===== src/rtl/seq_shifter.sv =====
// Multi-cycle shifter: moves the latched operand one bit per clock in the selected
// mode until the loaded shift count is used up, then pulses done for one cycle.
module seq_shifter #(
   parameter int WIDTH = 32,
   parameter int SHW   = 5
) (
   input  logic             clk,
   input  logic             reset,
   input  logic             start,
   input  logic [WIDTH-1:0] data,
   input  logic [SHW-1:0]   amount,
   input  logic [1:0]       mode,
   output logic [WIDTH-1:0] result,
   output logic             busy,
   output logic             done,
   output logic             zero,
   output logic [1:0]       dbg_state
);

   // Handshake: start is a request sampled on every rising edge; it is taken only
   // while busy=0 (IDLE or DONE), is ignored while busy=1, and the matching result
   // is valid on the single cycle where done=1 (start may be held to chain ops).
   typedef enum logic [1:0] {
      IDLE  = 2'd0,
      SHIFT = 2'd1,
      DONE  = 2'd2
   } state_t;

   localparam logic [1:0] MODE_SLL = 2'b00;
   localparam logic [1:0] MODE_SRL = 2'b01;
   localparam logic [1:0] MODE_SRA = 2'b10;
   localparam logic [1:0] MODE_ROR = 2'b11;

   state_t           state;
   state_t           next_state;
   logic [WIDTH-1:0] shreg;
   logic [WIDTH-1:0] shifted;
   logic [SHW-1:0]   cnt;
   logic [1:0]       mode_q;
   logic             accept;

   assign accept = start && (state != SHIFT);

   always_comb begin
      next_state = state;
      case (state)
         IDLE:    if (start) next_state = SHIFT;
         SHIFT:   if (cnt == '0) next_state = DONE;
         DONE:    next_state = start ? SHIFT : IDLE;
         default: next_state = IDLE;
      endcase
   end

   always_comb begin
      shifted = shreg;
      case (mode_q)
         MODE_SLL: shifted = {shreg[WIDTH-2:0], 1'b0};
         MODE_SRL: shifted = {1'b0, shreg[WIDTH-1:1]};
         MODE_SRA: shifted = {shreg[WIDTH-1], shreg[WIDTH-1:1]};
         MODE_ROR: shifted = {shreg[0], shreg[WIDTH-1:1]};
         default:  shifted = shreg;
      endcase
   end

   always_ff @(posedge clk or posedge reset) begin
      if (reset) begin
         state  <= IDLE;
         shreg  <= '0;
         cnt    <= '0;
         mode_q <= MODE_SLL;
      end else begin
         state <= next_state;
         if (accept) begin
            shreg  <= data;
            mode_q <= mode;
            cnt    <= amount;
         end else if (state == SHIFT && cnt != '0) begin
            shreg <= shifted;
            cnt   <= cnt - SHW'(1);
         end
      end
   end

   assign result    = shreg;
   assign busy      = (state == SHIFT);
   assign done      = (state == DONE);
   assign zero      = (shreg == '0);
   assign dbg_state = state;

endmodule

===== config.mk =====
export PLATFORM = sky130hd
export DESIGN_NAME = seq_shifter
export DESIGN_NICKNAME = d
export VERILOG_FILES = /design/src/rtl/seq_shifter.sv
export SDC_FILE = /design/constraint.sdc
export NUM_CORES = 1
export LEC_CHECK = 0
export ABC_AREA = 1
export CAP_MARGIN = 20
export CORE_MARGIN = 2
export CORE_UTILIZATION = 63
export DETAILED_ROUTE_END_ITERATION = 6
export DONT_BUFFER_PORTS = 1
export PLACE_DENSITY_LB_ADDON = 0.08
export SYNTH_ARGS = -nofsm -noshare
export SYNTH_HDL_FRONTEND = slang
export SYNTH_SLANG_ARGS = --single-unit
export TNS_END_PERCENT = 100

===== constraint.sdc =====
create_clock -name clk -period 1.6 [get_ports clk]
set_clock_uncertainty 0.05 [all_clocks]
set_input_delay 0.08 -clock clk [delete_from_list [all_inputs] [get_ports clk]]
set_output_delay 0.08 -clock clk [all_outputs]
set_load 0.02 [all_outputs]

==> results by group, run 1 <==
Outcome
  – Status: complete, no violations

Job
  – Total of max-cap violations: 0

Clock tree
  – H-tree depth: 2
  – CTS Buf Count: 5
  – Clk sink count: 41
  – Clock tree root buffer cell: clkbuf_8
  – Clock buffer depth: 2
  – Worst-Skew Late Latency: 300 ps
  – Clk slew on worst S/H paths: 90 ps
  – TritonCTS clock tree: yes

Global route
  – Largest net degree at the start of global routing: 52
  – GRT Residual Overflow: 0
  – Tot GR Track Use: 28.49%
  – Initial antenna violation count: 0
  – Vias in the first global route: 2246
  – First-pass GRT wire length: 9.901 mm

Final layout
  – Finished Layout Cells: 513
  – Ant diodes: 0
  – Post-route cell area: 3354 µm²
  – Share of post-route cells with drive strength above 1: 22.25%
  – FILL cells: 246
  – Area growth syn-to-layout: 30.08%
  – Nets: 505

Worst setup path
  – CP max stage delay: 470 ps
  – Critical path cell sequence: inv_2 > nand4_1 > nor2_1 > nand2_1 > nor2_1 > buf_4
  – Most frequent CP cell: nor2_1
  – CP bufs+invs: 2
  – Worst setup path startpoint: result[23]
  – Slowest CP cell: dfrtp_2
  – WS Path Type: flip-flop to output port
  – Critical Path Start Type: flip-flop
  – CP Max Fanout: 4
  – Critical path's top delay family: flip-flops
  – Setup crit end kind: output port
  – Critical R2R Launch: dbg_state[1]
  – Worst EP arrival: 1430 ps
  – Worst EP required: 1470 ps

Routing
  – Total Wirelength: 6.947 mm
  – Number of remaining DRC errors: 0
  – DR vias/cell: 5.339
  – DR vias: 2739
  – Initial DRC Count: 210
  – Post-route ant nets: 0
  – Routed WL per cell: 13.54 µm
  – DR pass1 iterations: 5

Synth
  – Syn_nets: 438
  – Top_reg_cell synth: dfrtp_1
  – Synth top area cells: dfrtp_1, nand2_1, nand3_1, o21ai_1, inv_1
  – Post-Syn Area: 2579 µm²
  – Synth Warn #: 0
  – Synth cell count leaders: nand2_1, inv_1, dfrtp_1
  – Post-synth EDFFs: 0
  – Mapped Cells: 395
  – Most common cell in the synthesized netlist: nand2_1
  – Post-synthesis sequential area ratio: 39.79%
  – Post-synthesis register bit count: 41
  – Cell taking the most area after synthesis: dfrtp_1
  – Top-area cell type share of the netlist area: 39.79%
  – Synth unique cells: 17
  – Syn avg cell area: 6.528 µm²
  – Post-synth ARST share: 100.0%

Floorplan
  – I/O pins: 79
  – Std cell rows: 23
  – DIE AREA: 4621 µm²
  – Die height: 67.98 µm
  – Core region area: 3971 µm²
  – Die X: 67.98 µm
  – Initial Util: 64.93%

STA
  – RSZ-0062 raised after global routing: true
  – Measured slew at the worst slew-check pin: 422.9 ps
  – Relative slew margins: 71.81%
  – Fin Hold WS: 95.51 ps
  – F_max: 0.6415 GHz
  – Final setup fails: 0
  – Tmin final: 1559 ps
  – Slew Limit Fails: 0
  – Period Utilization, post-route: 97.42%
  – Hold Vio Cnt, Final: 0

Min path
  – Hold crit path type: input pin to asynchronous set/reset pin

Place
  – PortBufs: 0
  – Placed Instances: 445
  – Gp weighted congestion: 0.7916
  – Detailed placement HPWL: 4.120 mm
  – DP Area: 2670 µm²

Power and ir drop
  – Power Dens Cells: 2388 nW/µm²
  – Leak: 0.001758 µW
  – Peak VDD IR: 1533 µV
  – Tot Pwr: 8011 µW
## stage by stage
stage	utilization [%]	setup WS, ps	setup TNS (ps)
5_1_grt	84.47	-15.82	-15.82
4_1_cts	79.68	2.939	0
2_1_floorplan	-	100.1	0
6_report	84.47	41.24	0
3_5_place_dp	67.23	37.22	0
3_3_place_gp	67.23	107.0	0
## per-layer routing
layer	global-route usage, %	part of all wire [%]	vias to the layer above
li1	-	-	1356
met1	35.71	41	1234
met2	49.15	50	136
met3	6.908	7.6	13
met4	7.250	1.7	0
met5	0	0	-
## placed cells by master (no fill, tap or decap)
master | netlist | final
nand2_1 | 189 | 189
dlygate4sd3_1 | 0 | 41
buf_4 | 8 | 38
nand3_1 | 38 | 37
o21ai_1 | 33 | 33
inv_2 | 2 | 24
dfrtp_2 | 0 | 23
inv_1 | 42 | 18
dfrtp_1 | 41 | 18
nor2_1 | 10 | 9
nand4_1 | 9 | 9
clkbuf_8 | 0 | 5
nand2_2 | 3 | 3
o21ai_0 | 3 | 3
nor2_2 | 1 | 2
clkinv_2 | 0 | 2
buf_12 | 0 | 2
nand3_2 | 0 | 1
nand2_4 | 1 | 1
inv_4 | 0 | 1
xnor2_1 | 1 | 1
clkinv_1 | 0 | 1
ha_4 | 0 | 1
clkbuf_1 | 0 | 1
## registers in the layout, indices dropped and copies added, names as in the netlist
| signal | flops |
|---|---|
| dbg_state | 2 |
| mode_q | 2 |
| cnt | 5 |
| result | 32 |
## layout make-up
type / count / area [µm²] / area share (%)
clock inverter: 2 / 10.01 / 0.2984
clock buffer: 6 / 72.57 / 2.163
inverter: 44 / 167.7 / 4.998
tap: 50 / 62.56 / 1.865
timing repair buffer: 81 / 735.7 / 21.93
sequential: 41 / 1055 / 31.44
multi-input combinational: 289 / 1251 / 37.30
## path summary, 6_finish.rpt
check                      depth (start not counted)         end  slack (ps)
setup / recovery                                   6        zero          40
hold / removal                                     2   result[6]         100
setup reg to reg                                   9  result[23]          90
hold reg to reg                                    2      cnt[4]         490
max in group asynchronous                          3  result[23]         940
min in group clk                                   4      cnt[4]         140
## cell families after synthesis
family | count (synthesis) | synth area share, %
XOR/XNOR | 1 | 0.3397
AND/OR/NAND/NOR | 251 | 39.93
flip-flops | 41 | 39.79
adder cells (fa/ha/maj) | 1 | 0.4851
AO/OA/AOI/OAI | 36 | 6.987
buffers and inverters | 65 | 12.47
## report_power, final
group	switching (µW)	internal (µW)
clock network	374	303
logic	3030	1900
registers	766	1640
total	4170	3840
## what timing repair did
item | CTS | global route
hold buffers | 41 | 0
setup endpoints to repair | 1 | 37
resized for setup | 1 | 50
pin swaps | 0 | 7
endpoints found under the hold margin | 81 | 0
buffers inserted | 0 | 19
Power figures use the tool's default switching activity.
==> inputs of run 2 (changes only) <==
--- a/config.mk
+++ b/config.mk
@@ -11,6 +11,7 @@
 export CORE_UTILIZATION = 63
 export DETAILED_ROUTE_END_ITERATION = 6
 export DONT_BUFFER_PORTS = 1
+export MAX_ROUTING_LAYER = met4
 export PLACE_DENSITY_LB_ADDON = 0.08
 export SYNTH_ARGS = -nofsm -noshare
 export SYNTH_HDL_FRONTEND = slang
==> run 2 against run 1 <==
Effect of this change: combinational power about the same; clock power fell by 1%; total power barely moved; via count rose by 0.58%; sequential cell count stayed put; utilization stayed put; cell area unchanged; routed wire length unchanged; register-to-register slack about the same; first-iteration DRC count down 2.9%.
==> results by group, run 2 (synthesis results as in run 1) <==
Place
  – Detailed placement HPWL: 4.120 mm (unchanged)
  – PortBufs: 0 (unchanged)
  – Place WS: 37.22 ps (unchanged)
  – Gp weighted congestion: 0.8028 (was 0.7916)

STA
  – F_max: 0.6507 GHz (was 0.6415 GHz)
  – Post-route setup slack: 63.28 ps (was 41.24 ps)
  – Setup TNS: 0 ps (unchanged)
  – RSZ-0062 raised after global routing: true (unchanged)
  – Tmin final: 1537 ps (was 1559 ps)
  – Period Utilization, post-route: 96.04% (was 97.42%)
  – Final setup fails: 0 (unchanged)
  – Measured slew at the worst slew-check pin: 424.3 ps (was 422.9 ps)
  – Hold Vio Cnt, Final: 0 (unchanged)
  – Slew Limit Fails: 0 (unchanged)
  – Relative slew margins: 71.71% (was 71.81%)

Power and ir drop
  – Combinational power share: 61.6% (about the same)
  – Leak: 0.001758 µW (unchanged)
  – Switching fraction of total power: 52.07% (was 52.11%)
  – Tot Pwr: 8004 µW (was 8011 µW)
  – Sequential fraction of design power: 30.0% (about the same)
  – Pint: 3836 µW (was 3837 µW)
  – Power Dens Cells: 2386 nW/µm² (was 2388 nW/µm²)
  – Peak VDD IR: 1537 µV (was 1533 µV)
  – Clock share of power: 8.4% (about the same)
  – Switch Pwr: 4168 µW (was 4174 µW)

Worst setup path
  – Critical Path Start Type: flip-flop (unchanged)
  – WS Path Type: flip-flop to output port (unchanged)
  – Setup crit end kind: output port (unchanged)
  – Critical path's top delay family: flip-flops (unchanged)
  – Slowest CP cell: dfrtp_2 (unchanged)
  – CP max stage delay: 470 ps (about the same)
  – Critical path cell sequence: inv_2 > nand4_1 > nor2_1 > nand2_1 > nor2_1 > buf_4 (unchanged)
  – CP Max Fanout: 4 (unchanged)
  – Worst EP required: 1470 ps (about the same)
  – Worst EP arrival: 1410 ps (was 1430 ps)
  – Most frequent CP cell: nor2_1 (unchanged)
  – CP bufs+invs: 2 (unchanged)

Min path
  – Hold crit path type: input pin to asynchronous set/reset pin (unchanged)

Routing
  – Initial DRC Count: 204 (was 210)
  – Routed WL per cell: 13.54 µm (unchanged)
  – DR vias: 2755 (was 2739)
  – DR pass1 iterations: 6 (was 5)
  – Number of remaining DRC errors: 0 (unchanged)
  – Total Wirelength: 6.947 mm (unchanged)
  – Post-route ant nets: 0 (unchanged)
  – DR vias/cell: 5.370 (was 5.339)

Clock tree
  – CTS Buf Count: 5 (unchanged)
  – Clock tree root buffer cell: clkbuf_8 (unchanged)
  – Clock buffer depth: 2 (unchanged)
  – Clk slew on worst S/H paths: 80 ps (was 90 ps)
  – TritonCTS clock tree: yes (unchanged)
  – Clk sink count: 41 (unchanged)
  – H-tree depth: 2 (unchanged)
  – Worst-Skew Late Latency: 290 ps (was 300 ps)

Global route
  – Met1 Resource Use GR: 35.92% (was 35.71%)
  – Largest net degree at the start of global routing: 52 (unchanged)
  – Tot GR Track Use: 29.20% (was 28.49%)
  – M3 GR Usage: 6.086% (was 6.908%)
  – Initial antenna violation count: 0 (unchanged)
  – GRT busiest layer: met2 (unchanged)
  – First-pass GRT wire length: 9.901 mm (unchanged)
  – GRT Residual Overflow: 0 (unchanged)
  – Vias in the first global route: 2247 (was 2246)
  – GR Util met2: 49.15% (unchanged)

Floorplan
  – Std cell rows: 23 (unchanged)
  – I/O pins: 79 (unchanged)
  – Die height: 67.98 µm (unchanged)
  – Core region area: 3971 µm² (unchanged)
  – Die X: 67.98 µm (unchanged)
  – Initial Util: 64.93% (unchanged)
  – DIE AREA: 4621 µm² (unchanged)

Final layout
  – Largest register FFs: 32 (unchanged)
  – Leading cell type in the layout, fill and taps excluded: nand2_1 (unchanged)
  – Area growth syn-to-layout: 30.08% (unchanged)
  – Multi-input gate area: 1251 µm² (unchanged)
  – Most frequent cells in the layout: nand2_1, dlygate4sd3_1, buf_4 (unchanged)
  – Nets: 505 (unchanged)
  – Utilization after layout: 84.47% (unchanged)
  – Register area: 1055 µm² (unchanged)
  – Share of post-route cells with drive strength above 1: 22.25% (unchanged)
  – FILL cells: 246 (unchanged)
  – Ant diodes: 0 (unchanged)

Job
  – Total of max-cap violations: 0 (unchanged)

Outcome
  – Status: complete, no violations (unchanged)
==> run 2: cell counts in the layout (fill, tap and decap cells not counted) <==
Identical to the previous run, type by type.
==> run 2: area by class of cell <==
cell class / count / area share [%]
Sequential cell: 41 / 31.44
Clock inverter: 2 / 0.2984
Multi-Input combinational cell: 289 / 37.30
Timing Repair Buffer: 81 / 21.93
Tap cell: 50 / 1.865
Inverter: 44 / 4.998
Clock buffer: 6 / 2.163
==> run 2: what timing repair did <==
action | in CTS | in global routing
hold buffers | 41 | 0
gates resized for setup | 1 | 50
setup buffers | 0 | 19
endpoints found under the setup margin | 1 | 37
endpoints found under the hold margin | 81 | 0
pin swaps | 0 | 7
==> run 2: per-stage QoR <==
| stage | cell area [µm²] | hold slack (ps) | std cells |
|---|---|---|---|
| after detailed placement | 2670 | -159.5 | 445 |
| final | 3354 | 98.88 | 513 |
| after global routing | 3354 | 116.4 | 513 |
| after CTS | 3164 | 86.01 | 494 |
| after floorplan | 2579 | 146.8 | 395 |
| after global placement | 2670 | -168.0 | 445 |
==> run 2: final timing paths <==
| check | from | endpoint | slack [ps] | cells past startpoint |
|---|---|---|---|---|
| min | reset | result[6] | 100 | 2 |
| min reg2reg | cnt[4] | cnt[4] | 490 | 2 |
| max reg2reg | dbg_state[1] | result[23] | 90 | 9 |
| max | result[23] | zero | 60 | 6 |
| min in group clk | start | cnt[4] | 140 | 4 |
| max in group asynchronous | reset | result[27] | 940 | 3 |
==> run 2: power by group through the flow <==
stage / logic [µW] / registers (µW) / clock network (µW)
6_report: 4930 / 2400 / 670
5_1_grt: 5510 / 2480 / 721
4_1_cts: 4360 / 2300 / 672
3_5_place_dp: 4260 / 2310 / 0
3_3_place_gp: 4130 / 2280 / 0
2_1_floorplan: 3390 / 2360 / 0
==> run 2: layer usage <==
metal / routed length [µm] / vias up
met5: 0 / -
met4: 107 / 0
met3: 547 / 14
met2: 3468 / 139
met1: 2824 / 1245
li1: - / 1357
